--- config.mk ---
export PLATFORM = sky130hd
export DESIGN_NAME = fifo_word_packer_flat
export DESIGN_NICKNAME = d
export VERILOG_FILES = /design/src/rtl/fifo_word_packer_if.sv /design/src/rtl/fifo_word_packer.sv /design/src/flat_wrapper.sv
export SDC_FILE = /design/constraint.sdc
export NUM_CORES = 1
export LEC_CHECK = 0
export CAP_MARGIN = 20
export CORE_ASPECT_RATIO = 0.8
export CORE_UTILIZATION = 65
export CTS_BUF_LIST = sky130_fd_sc_hd__clkbuf_8
export CTS_CLUSTER_SIZE = 16
export DETAILED_ROUTE_END_ITERATION = 8
export DONT_BUFFER_PORTS = 1
export GPL_TIMING_DRIVEN = 0
export PLACE_DENSITY_LB_ADDON = 0.25
export REMOVE_ABC_BUFFERS = 1
export SLEW_MARGIN = 20
export SYNTH_ARGS = -nofsm -noshare
export SYNTH_HDL_FRONTEND = slang
export SYNTH_SLANG_ARGS = --single-unit
--- constraint.sdc ---
create_clock -name clk -period 2.35 [get_ports clk]
set_input_delay 0.3525 -clock clk [delete_from_list [all_inputs] [get_ports clk]]
set_output_delay 0.3525 -clock clk [all_outputs]
set_load 0.01 [all_outputs]
--- src/rtl/fifo_word_packer_if.sv ---
// Handshake bundle between the FIFO head, the word packer and the downstream
// wide-beat consumer.
interface fifo_word_packer_if #(
    parameter int DATA_WIDTH = 8,
    parameter int PACK_RATIO = 4
);
    localparam int CW = $clog2(PACK_RATIO + 1);

    logic [DATA_WIDTH-1:0]            fifo_data_out;
    logic                             fifo_data_out_vld;
    logic                             fifo_data_pop;
    logic                             flush;
    logic [DATA_WIDTH*PACK_RATIO-1:0] pk_data;
    logic [CW-1:0]                    pk_count;
    logic                             pk_last;
    logic                             pk_vld;
    logic                             pk_rdy;
    logic                             busy;

    modport master (
        input  fifo_data_out, fifo_data_out_vld, flush, pk_rdy,
        output fifo_data_pop, pk_data, pk_count, pk_last, pk_vld, busy
    );

    modport slave (
        output fifo_data_out, fifo_data_out_vld, flush, pk_rdy,
        input  fifo_data_pop, pk_data, pk_count, pk_last, pk_vld, busy
    );
endinterface

--- src/rtl/fifo_word_packer.sv ---
// Pops narrow FIFO words, packs PACK_RATIO of them (lane 0 = oldest) into one
// wide beat and holds it on a valid/ready stream; flush closes a partial beat.
module fifo_word_packer #(
    parameter int DATA_WIDTH = 8,
    parameter int PACK_RATIO = 4
) (
    input  logic                 clk,
    input  logic                 reset,
    fifo_word_packer_if.master   pk
);
    localparam int CW   = $clog2(PACK_RATIO + 1);
    localparam int CNTW = $clog2(PACK_RATIO);
    localparam int BW   = DATA_WIDTH * PACK_RATIO;

    typedef enum logic [0:0] {
        FILL = 1'b0,
        HOLD = 1'b1
    } state_t;

    state_t          state_r, state_n;
    logic [CNTW-1:0] cnt_r, cnt_n;
    logic            flush_pend_r, flush_pend_n;
    logic [BW-1:0]   data_r, data_n;
    logic [CW-1:0]   count_r, count_n;
    logic            last_r, last_n;

    logic            pop_s;
    logic            flush_eff_s;
    logic [CW-1:0]   total_s;

    assign pop_s       = (state_r == FILL) & pk.fifo_data_out_vld & ~reset;
    assign flush_eff_s = pk.flush | flush_pend_r;
    assign total_s     = CW'(cnt_r) + CW'(pop_s);

    // State and beat registers with synchronous reset.
    always_ff @(posedge clk) begin
        if (reset) begin
            state_r      <= FILL;
            cnt_r        <= '0;
            flush_pend_r <= 1'b0;
            data_r       <= '0;
            count_r      <= '0;
            last_r       <= 1'b0;
        end else begin
            state_r      <= state_n;
            cnt_r        <= cnt_n;
            flush_pend_r <= flush_pend_n;
            data_r       <= data_n;
            count_r      <= count_n;
            last_r       <= last_n;
        end
    end

    // Next-state, lane write and flush resolution.
    always_comb begin
        state_n      = state_r;
        cnt_n        = cnt_r;
        flush_pend_n = flush_pend_r | pk.flush;
        data_n       = data_r;
        count_n      = count_r;
        last_n       = last_r;
        case (state_r)
            FILL: begin
                if (pop_s) begin
                    data_n[cnt_r*DATA_WIDTH +: DATA_WIDTH] = pk.fifo_data_out;
                end else begin
                    data_n = data_r;
                end
                if (pop_s && (cnt_r == CNTW'(PACK_RATIO - 1))) begin
                    state_n      = HOLD;
                    cnt_n        = '0;
                    count_n      = CW'(PACK_RATIO);
                    last_n       = flush_eff_s;
                    flush_pend_n = 1'b0;
                end else if (flush_eff_s) begin
                    if (total_s != CW'(0)) begin
                        state_n      = HOLD;
                        cnt_n        = '0;
                        count_n      = total_s;
                        last_n       = 1'b1;
                        flush_pend_n = 1'b0;
                    end else begin
                        // A fresh flush with nothing to close lingers one
                        // cycle (visible on busy); an old pending one retires.
                        flush_pend_n = ~flush_pend_r;
                    end
                end else if (pop_s) begin
                    cnt_n = cnt_r + CNTW'(1);
                end else begin
                    cnt_n = cnt_r;
                end
            end
            HOLD: begin
                if (pk.pk_rdy) begin
                    state_n = FILL;
                    cnt_n   = '0;
                    data_n  = '0;
                    count_n = '0;
                    last_n  = 1'b0;
                end else begin
                    state_n = HOLD;
                end
            end
            default: begin
                state_n      = FILL;
                cnt_n        = '0;
                flush_pend_n = 1'b0;
                data_n       = '0;
                count_n      = '0;
                last_n       = 1'b0;
            end
        endcase
    end

    assign pk.fifo_data_pop = pop_s;
    assign pk.pk_data       = data_r;
    assign pk.pk_count      = count_r;
    assign pk.pk_last       = last_r;
    assign pk.pk_vld        = (state_r == HOLD);
    assign pk.busy          = (cnt_r != '0) | (state_r == HOLD) | flush_pend_r;

endmodule
--- src/flat_wrapper.sv ---
// flat-port wrapper written by rule: the top's interface ports become plain ports
module fifo_word_packer_flat 
#(
    parameter int DATA_WIDTH = 8,
    parameter int PACK_RATIO = 4
)
  (clk, reset, pk_fifo_data_out, pk_fifo_data_out_vld, pk_flush, pk_pk_rdy, pk_fifo_data_pop, pk_pk_data, pk_pk_count, pk_pk_last, pk_pk_vld, pk_busy);
  fifo_word_packer_if #(.DATA_WIDTH(DATA_WIDTH), .PACK_RATIO(PACK_RATIO)) pk_i ();
  input  logic clk;
  input  logic reset;
  input wire logic [$bits(pk_i.fifo_data_out)-1:0] pk_fifo_data_out;
  input wire logic [$bits(pk_i.fifo_data_out_vld)-1:0] pk_fifo_data_out_vld;
  input wire logic [$bits(pk_i.flush)-1:0] pk_flush;
  input wire logic [$bits(pk_i.pk_rdy)-1:0] pk_pk_rdy;
  output wire logic [$bits(pk_i.fifo_data_pop)-1:0] pk_fifo_data_pop;
  output wire logic [$bits(pk_i.pk_data)-1:0] pk_pk_data;
  output wire logic [$bits(pk_i.pk_count)-1:0] pk_pk_count;
  output wire logic [$bits(pk_i.pk_last)-1:0] pk_pk_last;
  output wire logic [$bits(pk_i.pk_vld)-1:0] pk_pk_vld;
  output wire logic [$bits(pk_i.busy)-1:0] pk_busy;
  assign pk_i.fifo_data_out = pk_fifo_data_out;
  assign pk_i.fifo_data_out_vld = pk_fifo_data_out_vld;
  assign pk_i.flush = pk_flush;
  assign pk_i.pk_rdy = pk_pk_rdy;
  assign pk_fifo_data_pop = pk_i.fifo_data_pop;
  assign pk_pk_data = pk_i.pk_data;
  assign pk_pk_count = pk_i.pk_count;
  assign pk_pk_last = pk_i.pk_last;
  assign pk_pk_vld = pk_i.pk_vld;
  assign pk_busy = pk_i.busy;
  fifo_word_packer #(.DATA_WIDTH(DATA_WIDTH), .PACK_RATIO(PACK_RATIO)) u_core (.clk(clk), .reset(reset), .pk(pk_i));
endmodule
[Yosys cells after proc, flatten, opt, wreduce, memory -nomap -nowiden]
Cells that the tools add are included.
Word-level totals
  flip-flop bits (word level): 40
  output and inout port bits: 39
Cells by class
  muxes and demuxes: 29
  equality and inequality tests: 7
  shifts and indexed selects: 2
  bitwise operators: 8
  reduce and logical (&&, ||, !) cells: 6
  $add $sub $neg: 3
Operators with widths (count)
  $mux W32: 2
  $pmux W32 S2: 1
  $neg A5 Y34: 1
  $shift A8 B34 Y32 const A: 1
  $shiftx A8 B34 Y32: 1
  $bwmux W32: 1
  $mux W1: 12
  $mux W3: 4
  $mux W2: 5
  $pmux W3 S2: 1
  $reduce_and A3 Y1: 2
  $ne A4 B2 Y1 const B: 1
  $ne A4 B4 Y1 const B: 1
  $pmux W1 S2: 2
  $pmux W2 S2: 1
  $add A2 B1 Y3: 1
  $ne A3 B2 Y1 const B: 1
  $ne A3 B3 Y1 const B: 1
  $not A1 Y1: 3
  $or A1 B1 Y1: 3
  $reduce_bool A3 Y1: 1
  $add A2 B1 Y2 const B: 1
  $and A1 B1 Y1: 2
  $eq A2 B2 Y1 const B: 1
  5 further kinds: 5

[Logic depth before layout (Yosys ltp)]
  depth after elaboration: 9
  gate-level depth with buffers: 7
  mapped depth without buffers: 6

[Worst setup path after synthesis]
No wires, ideal clock.
  path kind: in2reg
  start: input port reset
  end: register u_core.cnt_r[1]
  cell stages on the path: 7
  library setup time: 0.101 ns
  setup slack: 0.204 ns
  arrival: 2.045 ns
  required time: 2.249 ns
  cells stage by stage: buf_2 nor3b_4 ha_1 ha_1 nor3_1 nor2_2 o41ai_1
Between the ends
  word-level cells in the longest chain between the ends: 6
Ends and longest elaborated chain
  from (decl): RTL line flat_wrapper.sv:10  | input logic reset;
  $not A1 Y1 *: RTL line fifo_word_packer.sv:31  | assign pop_s = (state_r == FILL) & pk.fifo_data_out_vld & ~reset;
  $and A1 B1 Y1 *: RTL line fifo_word_packer.sv:31
  named net pk_fifo_data_pop: RTL line flat_wrapper.sv:15  | output wire logic [$bits(pk_i.fifo_data_pop)-1:0] pk_fifo_data_pop;
  $add A2 B1 Y3: RTL line fifo_word_packer.sv:33  | assign total_s = CW'(cnt_r) + CW'(pop_s);
  $reduce_bool A3 Y1: RTL line fifo_word_packer.sv:76  | if (total_s != CW'(0)) begin
  $ne A4 B4 Y1 (no line)
  $reduce_and A3 Y1 (no line)
  to (signal assigned): RTL line fifo_word_packer.sv:46  | cnt_r <= cnt_n;
  to (decl): RTL line fifo_word_packer.sv:21  | logic [CNTW-1:0] cnt_r, cnt_n;
The timed path passes the listed nets; every way through them passes the cells marked *.
A chain may end at the register's enable or synchronous reset.

[Final worst setup path]
  start: register u_core.state_r (netlist: u_core.pk.pk_vld)
  end: register u_core.cnt_r[0]
Between the ends
  word-level cells in the longest chain between the ends: 7
Ends and longest elaborated chain
  from (decl): RTL line fifo_word_packer.sv:20  | state_t state_r, state_n;
  from (signal assigned): RTL line fifo_word_packer.sv:45  | state_r <= state_n;
  $not A1 Y1 *: RTL line fifo_word_packer.sv:31
  $and A1 B1 Y1 * (2 in series): RTL line fifo_word_packer.sv:31
  named net pk_fifo_data_pop: RTL line flat_wrapper.sv:15
  $add A2 B1 Y3: RTL line fifo_word_packer.sv:33
  $reduce_bool A3 Y1: RTL line fifo_word_packer.sv:76
  $ne A4 B4 Y1 (no line)
  $reduce_and A3 Y1 (no line)
Marks and branches as above.

==> flow_summary.json <==
{
  "clkTransAtPathRegs_ns": 0.07,
  "rsz0062_at_grt": "no",
  "vias": 1569,
  "grt_usage": 0.2712,
  "fmax_mhz": 451.0,
  "syn2layout_area_growth_pct": 0.3526,
  "synth.most_common_cell": "nand3_1",
  "powerDensity_nw_per_um2": 617.0,
  "cts_tree": "yes",
  "finalNonFillerCells": 248,
  "clockBufferDepth": 2,
  "setup_viol": 0,
  "synthFlopType": "dfxtp_1",
  "final_cell_area_sq_um": 2137,
  "avgSynthCellArea_sq_um": 9.769,
  "yosys.area.top_type": "dfxtp_1",
  "io_pins": 52,
  "drt-vias-per-instance": 6.327,
  "overflow": 0,
  "port_buffers": 0,
  "setup.worst_path.start_class": "register",
  "firstDrtPassIters": 4,
  "utilization": 0.6876,
  "yosysTopAreaCellShare": 0.3760,
  "grt_max_degree": 55,
  "drive_above_1_share": 0.1923,
  "internal-power_uw": 962.5,
  "min_period_ns": 2.217,
  "worstSetupPathType": "register to register",
  "p_leak_uw": 0.0007327,
  "hold_viol": 0,
  "totalWireLength_mm": 4.402,
  "peakVddDrop_mv": 0.3934,
  "ys_top_cells_by_area": "dfxtp_1 (38%), nand3_1 (9.6%), mux2i_1 (9.4%), or2b_2 (6.2%), ha_1 (4.1%)",
  "nets": 228,
  "cp_max_fo": 16,
  "synth.cell_area_sq_um": 2130,
  "ant_nets": 0,
  "synth_cell_types": 42,
  "syn_inst": 218,
  "p_total_uw": 1319,
  "cts_buffers": 5,
  "fin_skew_ns": 0.004407,
  "seq_area_frac_synth": 0.3760,
  "row_count": 18,
  "seqPwrFrac": 0.552,
  "fillers": 244,
  "worstPathArrival_ns": 2.40,
  "grt_pass1_vias": 1486,
  "clockRootBuffer": "clkbuf_8",
  "dp_hpwl_mm": 3.160,
  "post_cts_buffers": 0,
  "hold_class": "primary input to register",
  "drtIter0Drc": 92,
  "initial_core_util": 0.6852,
  "antenna_found_initial": 0,
  "crit_required_ns": 2.53,
  "async_flop_share": 0,
  "max_slew_margin": 0.5985,
  "ys_warn_count": 0,
  "worstMarginPinSlew_ns": 0.6008,
  "switchingPower_uw": 356.1,
  "pwr-share-clk": 0.322,
  "place_congestion": 0.8748,
  "clock_latency_ns": 0.30,
  "place_area_sq_um": 2047,
  "endpoint_kind": "register",
  "synth_seq_cells": 40,
  "drv_slew": 0,
  "synth_common_cells": "nand3_1 (41), dfxtp_1 (40), mux2i_1 (20)",
  "coreArea_sq_um": 3108,
  "clock-sinks": 40,
  "antenna_cells": 0,
  "hold_buffers": 0,
  "maxCapViolations": 0,
  "post_drt_wl_per_cell_microns": 17.75,
  "placed_cells": 241,
  "swShare": 0.2701,
  "comb_power_share": 0.126,
  "dieArea_sq_um": 3511,
  "die_height_microns": 53.20,
  "die_x_microns": 66.00,
  "synth_edf_count": 0,
  "h-tree-depth": 2,
  "period_share": 0.9434,
  "drc_errors": 0,
  "grt_pass1_wl_mm": 6.982,
  "holdWs_ns": 0.1165,
  "status": "complete, no violations"
}
[layout by cell type (no fill, tap or decap), drive strengths merged, types with 3 or more instances in the layout]
cell,n
a21oi,9
or2b,15
clkbuf,5
nand3,41
nand2b,6
nand4bb,3
o21ai,6
ha,7
nand2,4
nand4b,6
nor2,5
a31oi,4
dfxtp,40
a21o,3
and2b,8
inv,4
mux2i,20
[critical path: stages (launching register included)]
cell	delay (ns)
dfxtp_2	0.43
nor3b_4	0.51
ha_1	0.24
ha_1	0.26
nor3_4	0.25
nor2_2	0.08
o41ai_1	0.34
[cells by family (layout without fill, tap and decap cells)]
group                    Yosys count  in the layout  share of synthesized area
buffers and inverters             20             10                    0.06757
AND/OR/NAND/NOR                  100            100                     0.3173
AO/OA/AOI/OAI                     31             31                     0.1040
flip-flops                        40             40                     0.3760
multiplexers                      20             20                    0.09401
adder cells (fa/ha/maj)            7              7                    0.04113
[path summary, 6_finish.rpt]
| kind | from | end | slack, ns | depth (start not counted) |
|---|---|---|---|---|
| setup reg to reg | u_core.pk.pk_vld | u_core.cnt_r[0] | 0.13 | 6 |
| hold / removal | reset | u_core.pk.pk_vld | 0.12 | 1 |
| setup / recovery | u_core.pk.pk_vld | u_core.cnt_r[0] | 0.13 | 6 |
| hold reg to reg | u_core.pk.pk_data[2] | u_core.pk.pk_data[2] | 0.51 | 2 |
[flip-flops by register name (all words and copies together), names as in the netlist]
name / flops
u_core.pk.pk_count: 3
u_core.flush_pend_r: 1
u_core.pk.pk_data: 32
u_core.pk.pk_last: 1
u_core.pk.pk_vld: 1
u_core.cnt_r: 2
[power groups by stage]
stage          Clock, uW  Sequential (uW)  Combinational [uW]
2_1_floorplan          0              737                 130
3_3_place_gp           0              742                 152
5_1_grt              453              731                 179
3_5_place_dp           0              743                 158
4_1_cts              429              728                 164
6_report             425              728                 166
[metrics by stage]
| stage | setup TNS [ns] | worst slack [ns] |
|---|---|---|
| after floorplan | 0 | 0.1710 |
| after global placement | -0.8461 | -0.1627 |
| after detailed placement | -1.213 | -0.2509 |
| after CTS | 0 | 0.1372 |
| after global routing | 0 | 0.007570 |
| final | 0 | 0.1329 |
[layer usage]
| metal | global-route usage | share of wire |
|---|---|---|
| met1 | 0.3697 | 0.45 |
| met2 | 0.4048 | 0.45 |
| met3 | 0.07759 | 0.085 |
| met4 | 0.09929 | 0.011 |
| met5 | 0 | 0 |
[layout make-up]
cell class | count | area, sq um | area share
Clock buffer | 5 | 68.82 | 0.03220
Clock inverter | 2 | 8.758 | 0.004098
Inverter | 3 | 11.26 | 0.005269
Multi-Input combinational cell | 158 | 1196 | 0.5597
Sequential cell | 40 | 802.0 | 0.3753
Tap cell | 40 | 50.05 | 0.02342
[repair_timing]
item,CTS,global route
endpoints found under the hold margin,0,0
pin swaps,1,2
endpoints found under the setup margin,8,1
resized for setup,3,0
Power figures use the tool's default switching activity.
